[src/rtl/vault_phase_sequencer.sv]
// Master sequencer for the vault puzzle phases: enables one phase FSM at a time, clears it
// before use, collects its sticky result, counts failures and enforces an alarm lockout.
//
// state    | meaning
// ---------+-------------------------------------------------------------
// IDLE     | waiting for start (level); attempts_left holds remaining fails
// CLEAR    | one-cycle phase_clr pulse, timeout counter zeroed
// RUN      | active phase enabled, waiting for its done/fail or timeout
// ADVANCE  | one cycle between phases, current_phase already incremented
// OPEN     | vault open; leaves only on a rising edge of start
// PENALTY  | one cycle, charges a failed attempt
// LOCKOUT  | alarm raised for LOCKOUT_CYCLES, start ignored
module vault_phase_sequencer #(
    parameter int NUM_PHASES     = 3,
    parameter int MAX_ATTEMPTS   = 3,
    parameter int PHASE_TIMEOUT  = 5000,
    parameter int LOCKOUT_CYCLES = 10000
) (
    input  logic                  clk_i,
    input  logic                  rst_ni,
    input  logic                  start_i,
    input  logic [NUM_PHASES-1:0] phase_done_i,
    input  logic [NUM_PHASES-1:0] phase_fail_i,
    output logic [NUM_PHASES-1:0] phase_en_o,
    output logic                  phase_clr_o,
    output logic [2:0]            current_phase_o,
    output logic [3:0]            attempts_left_o,
    output logic                  busy_o,
    output logic                  vault_open_o,
    output logic                  alarm_o
);

    localparam int TW = $clog2(PHASE_TIMEOUT) + 1;
    localparam int LW = $clog2(LOCKOUT_CYCLES) + 1;

    localparam logic [TW-1:0] TMO_LAST   = TW'(PHASE_TIMEOUT - 1);
    localparam logic [LW-1:0] LOCK_LAST  = LW'(LOCKOUT_CYCLES - 1);
    localparam logic [3:0]    ATT_MAX    = 4'(MAX_ATTEMPTS);
    localparam logic [2:0]    PHASE_LAST = 3'(NUM_PHASES - 1);

    localparam logic [2:0] S_IDLE    = 3'd0;
    localparam logic [2:0] S_CLEAR   = 3'd1;
    localparam logic [2:0] S_RUN     = 3'd2;
    localparam logic [2:0] S_ADVANCE = 3'd3;
    localparam logic [2:0] S_OPEN    = 3'd4;
    localparam logic [2:0] S_PENALTY = 3'd5;
    localparam logic [2:0] S_LOCKOUT = 3'd6;

    logic [2:0]            state_q, state_d;
    logic [2:0]            phase_q, phase_d;
    logic [3:0]            att_q, att_d;
    logic [TW-1:0]         tmo_q, tmo_d;
    logic [LW-1:0]         lock_q, lock_d;
    logic                  start_prev_q;

    logic [NUM_PHASES-1:0] phase_en_q, phase_en_d;
    logic                  phase_clr_q, phase_clr_d;
    logic                  busy_q, busy_d;
    logic                  open_q, open_d;
    logic                  alarm_q, alarm_d;

    logic                  sel_done;
    logic                  sel_fail;
    logic                  start_rise;
    logic [3:0]            att_dec;

    // Only the active phase's result bits matter; the rest are ignored.
    always_comb begin
        sel_done = 1'b0;
        sel_fail = 1'b0;
        for (int i = 0; i < NUM_PHASES; i++) begin
            if (phase_q == 3'(i)) begin
                sel_done = phase_done_i[i];
                sel_fail = phase_fail_i[i];
            end
        end
    end

    assign start_rise = start_i & ~start_prev_q;
    assign att_dec    = (att_q == 4'd0) ? 4'd0 : att_q - 4'd1;

    always_comb begin
        state_d = state_q;
        phase_d = phase_q;
        att_d   = att_q;
        tmo_d   = tmo_q;
        lock_d  = lock_q;

        case (state_q)
            S_IDLE: begin
                if (start_i) begin
                    state_d = S_CLEAR;
                    phase_d = 3'd0;
                end
            end

            S_CLEAR: begin
                tmo_d   = '0;
                state_d = S_RUN;
            end

            S_RUN: begin
                // A simultaneous done and fail is charged as a failure.
                if (sel_fail) begin
                    state_d = S_PENALTY;
                end else if (sel_done) begin
                    if (phase_q == PHASE_LAST) begin
                        state_d = S_OPEN;
                        att_d   = ATT_MAX;
                    end else begin
                        state_d = S_ADVANCE;
                        phase_d = phase_q + 3'd1;
                    end
                end else if (tmo_q == TMO_LAST) begin
                    state_d = S_PENALTY;
                end else begin
                    tmo_d = tmo_q + TW'(1);
                end
            end

            S_ADVANCE: begin
                state_d = S_CLEAR;
            end

            S_PENALTY: begin
                att_d  = att_dec;
                lock_d = '0;
                if (att_dec == 4'd0) begin
                    state_d = S_LOCKOUT;
                end else begin
                    state_d = S_IDLE;
                    phase_d = 3'd0;
                end
            end

            S_OPEN: begin
                // Re-arming needs a fresh press so a held start cannot relock the vault.
                if (start_rise) begin
                    state_d = S_CLEAR;
                    phase_d = 3'd0;
                end
            end

            S_LOCKOUT: begin
                if (lock_q == LOCK_LAST) begin
                    state_d = S_IDLE;
                    att_d   = ATT_MAX;
                end else begin
                    lock_d = lock_q + LW'(1);
                end
            end

            default: begin
                state_d = S_IDLE;
                phase_d = 3'd0;
            end
        endcase
    end

    // Outputs are decoded from the next state so the registered copies line up with state_q.
    always_comb begin
        phase_en_d = '0;
        if (state_d == S_RUN) begin
            for (int i = 0; i < NUM_PHASES; i++) begin
                phase_en_d[i] = (phase_d == 3'(i));
            end
        end
        phase_clr_d = (state_d == S_CLEAR);
        busy_d      = (state_d == S_CLEAR) || (state_d == S_RUN) ||
                      (state_d == S_ADVANCE) || (state_d == S_PENALTY);
        open_d      = (state_d == S_OPEN);
        alarm_d     = (state_d == S_LOCKOUT);
    end

    always_ff @(posedge clk_i or negedge rst_ni) begin
        if (!rst_ni) begin
            state_q      <= S_IDLE;
            phase_q      <= 3'd0;
            att_q        <= ATT_MAX;
            tmo_q        <= '0;
            lock_q       <= '0;
            start_prev_q <= 1'b0;
            phase_en_q   <= '0;
            phase_clr_q  <= 1'b0;
            busy_q       <= 1'b0;
            open_q       <= 1'b0;
            alarm_q      <= 1'b0;
        end else begin
            state_q      <= state_d;
            phase_q      <= phase_d;
            att_q        <= att_d;
            tmo_q        <= tmo_d;
            lock_q       <= lock_d;
            start_prev_q <= start_i;
            phase_en_q   <= phase_en_d;
            phase_clr_q  <= phase_clr_d;
            busy_q       <= busy_d;
            open_q       <= open_d;
            alarm_q      <= alarm_d;
        end
    end

    assign phase_en_o      = phase_en_q;
    assign phase_clr_o     = phase_clr_q;
    assign current_phase_o = phase_q;
    assign attempts_left_o = att_q;
    assign busy_o          = busy_q;
    assign vault_open_o    = open_q;
    assign alarm_o         = alarm_q;

endmodule

[config.mk]
export PLATFORM = sky130hd
export DESIGN_NAME = vault_phase_sequencer
export DESIGN_NICKNAME = d
export VERILOG_FILES = /design/src/rtl/vault_phase_sequencer.sv
export SDC_FILE = /design/constraint.sdc
export NUM_CORES = 1
export LEC_CHECK = 0
export ABC_AREA = 0
export CORE_MARGIN = 5
export CORE_UTILIZATION = 55
export DETAILED_ROUTE_END_ITERATION = 10
export GPL_TIMING_DRIVEN = 1
export PLACE_DENSITY = 0.84
export SETUP_SLACK_MARGIN = 0.1
export SLEW_MARGIN = 5
export SYNTH_ARGS = -nofsm -noshare
export SYNTH_HDL_FRONTEND = slang
export SYNTH_SLANG_ARGS = --single-unit
export TNS_END_PERCENT = 50
[constraint.sdc]
create_clock -name clk_i -period 2.9 [get_ports clk_i]
set_clock_uncertainty 0.05 [all_clocks]
set_input_delay 0.58 -clock clk_i [delete_from_list [all_inputs] [get_ports clk_i]]
set_output_delay 0.58 -clock clk_i [all_outputs]
set_load 0.05 [all_outputs]
==> impl_metrics.json, run 1 <==
{
  "drc_errors": 0,
  "synth_edf_count": 0,
  "power_w": 0.002366,
  "clkLatencyLatePin_ns": 0.31,
  "status": "finished clean",
  "gp_congestion": 0.8005,
  "path_class": "register to register",
  "cp.arrival_ns": 2.74,
  "cts_max_level": 2,
  "switching_share_pct": 39.41,
  "clk_pin_slew_ns": 0.09,
  "hpwl_um": 3726,
  "overflow": 0,
  "ys_ff_latch": 47,
  "synth_area_um2": 2574,
  "dieHeight_um": 78.41,
  "cts_tree": "done",
  "via_count": 2114,
  "grt_first_pass_wirelength_um": 9149,
  "grt_pass1_vias": 2051,
  "preCtsSetupSlack_ns": 0.05990,
  "cts.root.buffer_cell": "clkbuf_8",
  "nNetsFinal": 325,
  "period_share_pct": 89.12,
  "min_path_type": "primary input to asynchronous set/reset pin",
  "pwr-share-comb_pct": 45.2,
  "layout_setup_ws_ns": 0.3155,
  "yosysWarnings": 0,
  "nFillCells": 345,
  "syn_nets": 292,
  "vias_per_cell": 5.824,
  "period_needed_ns": 2.584,
  "dieArea_um2": 6147,
  "layout-drive-gt1-share_pct": 10.93,
  "synth_common_cells": "45 x dfrtp_1, 26 x nor2_1, 21 x nand2_1",
  "peakVddDrop_v": 0.0006272,
  "grt_max_degree": 48,
  "setup.worst_path.end_class": "register",
  "max_freq_mhz": 386.9,
  "syn_inst": 277,
  "leakage_nw": 1.312,
  "syn_area_per_cell_um2": 9.291,
  "hold_violations": 0,
  "initial_utilization_pct": 57.91,
  "boundaryPins": 23,
  "core_um2": 4444,
  "relSlewSlack_pct": 33.28,
  "area_growth_pct": 18.57,
  "finalSetupViolations": 0,
  "rsz0062_at_grt": "false",
  "critPathLaunchType": "register",
  "numPortBuffers": 22,
  "tightest_slew_ns": 1.001,
  "cts_buffer_depth": 2,
  "yosysMostFrequentCell": "dfrtp_1",
  "antenna_found_initial": 0,
  "synth_top_area_share_pct": 43.75,
  "cp.required_ns": 3.06,
  "crit_fanout": 7,
  "drt_wl_total_um": 5132,
  "cap_viol_max_count": 0,
  "rows": 24,
  "first_iter_violations": 129,
  "synth_cell_types": 53,
  "cts.sinks": 47,
  "dieWidth_um": 78.41,
  "async_flop_share_pct": 100.0,
  "p_sw_w": 0.0009326,
  "synth_top_flop_cell": "dfrtp_1",
  "p_int_w": 0.001434,
  "slew_violations": 0,
  "p_seq_share_pct": 34.1,
  "drtPass1Iterations": 4,
  "clock_power_share_pct": 20.7,
  "postRouteAntennaNets": 0,
  "placed_cells": 354,
  "cts_buffers": 5,
  "synth_top_cell_by_area": "dfrtp_1",
  "powerDensity_nw_per_um2": 775.4,
  "final_cells": 363,
  "n_antenna_cell": 0,
  "setup_tns_ns": 0,
  "grt_use_total_pct": 18.25,
  "ys_top_cells_by_area": "dfrtp_1 44%, nor2_1 3.8%, a21oi_1 3.7%, nand2_1 3.1%, ha_1 2.9%",
  "ys_seq_area_share_pct": 45.79,
  "post_drt_wl_per_cell_um": 14.14
}
-- per-stage QoR --
stage	hold WS [ns]	util, %	cell area [um^2]
final	0.3867	68.67	3052
after global routing	0.4697	68.67	3052
after CTS	0.4095	68.16	3029
after detailed placement	0.4608	65.54	2913
after global placement	0.4468	65.54	2913
after floorplan	0.2344	-	2574
-- cell usage in the layout (no fill, tap or decap), drive strengths merged, types with 3 or more instances in the layout --
cell,Yosys,routed
dfrtp,45,45
nor2,26,26
nand2,21,21
clkdlybuf4s50,0,21
a21oi,19,19
inv,15,16
o21ai,16,16
buf,4,14
or3,11,11
nand3,9,9
o31ai,8,8
and3,7,7
xor2,7,7
xnor2,7,7
nor4,6,6
nor3,6,6
ha,6,6
nand3b,5,5
or4,5,5
clkbuf,5,5
nand2b,4,4
nand4,4,4
nor2b,4,4
nor4b,3,3
o21a,3,3
o211ai,3,3
-- critical path, stage by stage (launching register included) --
cell and delay [ns]:
dfrtp_1 0.40, inv_1 0.09, ha_1 0.27, nand3b_1 0.26
a211oi_1 0.54, o31ai_4 0.13, buf_4 0.16, or3_1 0.35
nor3b_1 0.25
-- registers in the layout, summed over array words and instances, names as in the netlist --
signal and flops:
phase_clr_o 1, lock_q 15, state_q 3, phase_en_o 3, tmo_q 14, attempts_left_o 4, busy_o 1, vault_open_o 1
start_prev_q 1, current_phase_o 3, alarm_o 1
-- power by group through the flow --
stage / sequential [W] / clock (W) / combinational [W]
floorplan: 0.000975 / 0 / 0.000542
CTS: 0.000809 / 0.000507 / 0.00105
finish: 0.000808 / 0.000489 / 0.00107
global route: 0.000823 / 0.000531 / 0.00117
detailed placement: 0.000820 / 0 / 0.00105
global placement: 0.000817 / 0 / 0.00103
-- kinds of logic after synthesis --
kind of cell / count (synthesis) / synth area share [%]
buf+inv: 24 / 3.889
flops: 47 / 45.79
simple gates: 123 / 26.69
xor+xnor: 14 / 4.764
compound gates: 63 / 15.95
fa+ha+maj: 6 / 2.917
-- what timing repair did --
action / 4_1_cts / 5_1_grt
setup buffers: 0 / 1
hold buffers: 0 / 0
setup endpoints to repair: 0 / 10
resized for setup: 0 / 4
-- per-layer routing --
layer	wire length, um	track usage [%]	vias up
met5	0	0	-
met4	65	6.119	0
met3	179	3.547	6
met2	2472	30.39	35
met1	2415	24.00	1005
li1	-	-	1068
-- final timing paths --
kind | to | slack [ns] | startpoint | cells after the start
setup / recovery | vault_open_o | 0.32 | current_phase_o[1] | 8
hold / removal | lock_q[12] | 0.39 | rst_ni | 1
setup reg to reg | vault_open_o | 0.32 | current_phase_o[1] | 8
hold reg to reg | attempts_left_o[1] | 0.47 | attempts_left_o[1] | 2
max in group asynchronous | tmo_q[11] | 1.80 | rst_ni | 1
min in group clk_i | attempts_left_o[1] | 0.47 | attempts_left_o[1] | 2
-- layout make-up --
type,count,area [um^2],share of cell area [%]
multi-input combinational,206,1310,42.93
sequential,47,1179,38.62
timing repair buffer,35,325.3,10.66
clock buffer,5,68.82,2.255
tap,52,65.06,2.132
inverter,15,56.30,1.845
clock inverter,3,47.55,1.558
Power figures use the tool's default switching activity.
==> inputs of run 2 (changes only) <==
ABC_AREA = 1   (was 0)
CAP_MARGIN = 20   (was not set)
PLACE_DENSITY = 0.83   (was 0.84)
==> impl_metrics.json, run 2 <==
{
  "status": "finished clean",
  "powerDensity_nw_per_um2": 726.1,
  "grt_pass1_vias": 2502,
  "ys_top_cells_by_area": "dfrtp_1 39%, nand2_1 10%, nand3_1 6.7%, inv_1 5.9%, nor2_1 4.6%",
  "hpwl_um": 4594,
  "layout_setup_ws_ns": 0.4977,
  "period_needed_ns": 2.402,
  "period_share_pct": 82.84,
  "top_register": "lock_q",
  "synth_edf_count": 0,
  "synth_top_flop_cell": "dfrtp_1",
  "clkLatencyLatePin_ns": 0.30,
  "post_cts_resized": 0,
  "setup_tns_ns": 0,
  "ctsHoldBuffers": 0,
  "largest_reg_flops": 15,
  "syn_area_per_cell_um2": 7.562,
  "cp.required_ns": 3.04,
  "preCtsSetupSlack_ns": 0.3992,
  "ys_ff_latch": 47,
  "drc_errors": 0,
  "final_core_util_pct": 64.22,
  "syn_inst": 386,
  "leakage_nw": 1.521,
  "slew_violations": 0,
  "antenna_found_initial": 0,
  "synth_top_cell_by_area": "dfrtp_1",
  "dieHeight_um": 82.85,
  "peakVddDrop_v": 0.0004713,
  "cts_max_level": 2,
  "finalSetupViolations": 0,
  "worstPathCellList": "inv_1, ha_1, inv_1, nor2_1, nand2_1, nand2_2, nand2_2, nand2_1, nand2_1, nand2_2, nor2_4, o21ai_0, o21a_1",
  "synth_common_cells": "79 x nand2_1, 46 x inv_1, 45 x dfrtp_1",
  "setup.worst_path.end_class": "register",
  "crit_path_max_incr_delay_ns": 0.48,
  "vias_per_cell": 5.426,
  "area_growth_pct": 13.07,
  "rows": 26,
  "cap_viol_max_count": 0,
  "boundaryPins": 23,
  "syn_nets": 401,
  "hold_violations": 0,
  "core_um2": 5140,
  "max_freq_mhz": 416.3,
  "tightest_slew_ns": 0.5999,
  "min_path_type": "primary input to asynchronous set/reset pin",
  "ys_seq_area_share_pct": 40.38,
  "async_flop_share_pct": 100.0,
  "n_antenna_cell": 0,
  "postRouteAntennaNets": 0,
  "rsz0062_at_grt": "false",
  "cts_setup_buffers": 0,
  "cts_buffer_depth": 2,
  "synth_area_um2": 2919,
  "multi_input_area_um2": 1495,
  "initial_utilization_pct": 56.79,
  "via_count": 2626,
  "drtPass1Iterations": 5,
  "yosysMostFrequentCell": "nand2_1",
  "grt_max_degree": 47,
  "dieArea_um2": 6864,
  "layout-drive-gt1-share_pct": 11.59,
  "gp_congestion": 0.8706,
  "path_class": "register to register",
  "first_iter_violations": 172,
  "grt_first_pass_wirelength_um": 11070,
  "mostFrequentLayoutCell": "nand2_1",
  "synth_top_area_share_pct": 38.58,
  "grt_use_total_pct": 18.85,
  "crit_fanout": 28,
  "cts.root.buffer_cell": "clkbuf_8",
  "critical_path.slowest_cell": "dfrtp_1",
  "clk_pin_slew_ns": 0.09,
  "nNetsFinal": 428,
  "dieWidth_um": 82.85,
  "numPortBuffers": 22,
  "cp.arrival_ns": 2.54,
  "nFillCells": 465,
  "seqCellArea_um2": 1179,
  "overflow": 0,
  "layout_common_cells": "79 x nand2_1, 46 x inv_1, 45 x dfrtp_1",
  "post_drt_wl_per_cell_um": 12.76,
  "synth_cell_types": 36,
  "yosysWarnings": 0,
  "relSlewSlack_pct": 59.91,
  "critPathLaunchType": "register",
  "drt_wl_total_um": 6174,
  "cts_buffers": 5,
  "cts_tree": "done",
  "cts.sinks": 47
}
-- run 2: changes by cell type in the layout (fill, tap and decap cells not counted), moves of 11 or more --
cell	change
nand2_1	+58
inv_1	+31
nor3_1	+14
nand4_1	+12
or3_1	-11
nand3_1	+30
nand2_2	+11
-- run 2: cells by family (layout without fill, tap and decap cells) --
kind of cell	after synthesis	in the layout	synth area share, %
XOR/XNOR	9	9	2.701
buffers and inverters	57	85	8.401
AND/OR/NAND/NOR	220	220	36.73
AO/OA/AOI/OAI	47	47	9.216
adder cells (fa/ha/maj)	6	6	2.572
flip-flops	47	47	40.38
-- run 2: final timing paths --
kind,from,to,slack [ns],cells after the start
max in group asynchronous,rst_ni,attempts_left_o[0],2.05,2
min reg2reg,attempts_left_o[1],attempts_left_o[1],0.49,2
min,rst_ni,lock_q[12],0.20,1
max,current_phase_o[0],tmo_q[0],0.50,13
min in group clk_i,attempts_left_o[1],attempts_left_o[1],0.49,2
max reg2reg,current_phase_o[0],tmo_q[0],0.50,13
-- run 2: power breakdown --
part / switching, W / internal, W / total [W] / leakage, nW
Combinational: 0.000794 / 0.000356 / 0.00115 / 0.845
Clock: 0.000215 / 0.000169 / 0.000383 / 0.0412
Sequential: 0.000106 / 0.000758 / 0.000864 / 0.635
Total: 0.00111 / 0.00128 / 0.00240 / 1.52
-- run 2: area by class of cell --
class                      count  area share [%]
inverter                      52           5.951
sequential                    47           35.71
multi-input combinational    282           45.30
tap                           70           2.654
clock buffer                   6           2.199
clock inverter                 2          0.3791
timing repair buffer          25           7.809
-- run 2: metal layers --
metal  track usage, %  vias to the layer above  share of wire (%)
met5                0                        -                  0
met4            4.606                        0               0.75
met3            3.564                        4                3.7
met2            29.81                       66                 47
met1            26.76                     1225                 48
li1                 -                     1331                  -
-- run 2: metrics by stage --
step	hold slack, ns	cells	power [W]	cell area (um^2)
floorplan	0.2344	386	0.001774	2919
CTS	0.4275	483	0.002398	3273
finish	0.2010	484	0.002397	3301
global placement	0.4475	475	0.001980	3188
detailed placement	0.4664	475	0.002011	3188
global route	0.2378	484	0.002580	3301
-- run 2: worst max-delay path: cells and delay by family, from the launching register on --
family / cells / cell delay, ns
AND/OR/NAND/NOR: 8 / 0.96
flip-flops: 1 / 0.48
AO/OA/AOI/OAI: 2 / 0.35
adder cells (fa/ha/maj): 1 / 0.23
buffers and inverters: 2 / 0.19
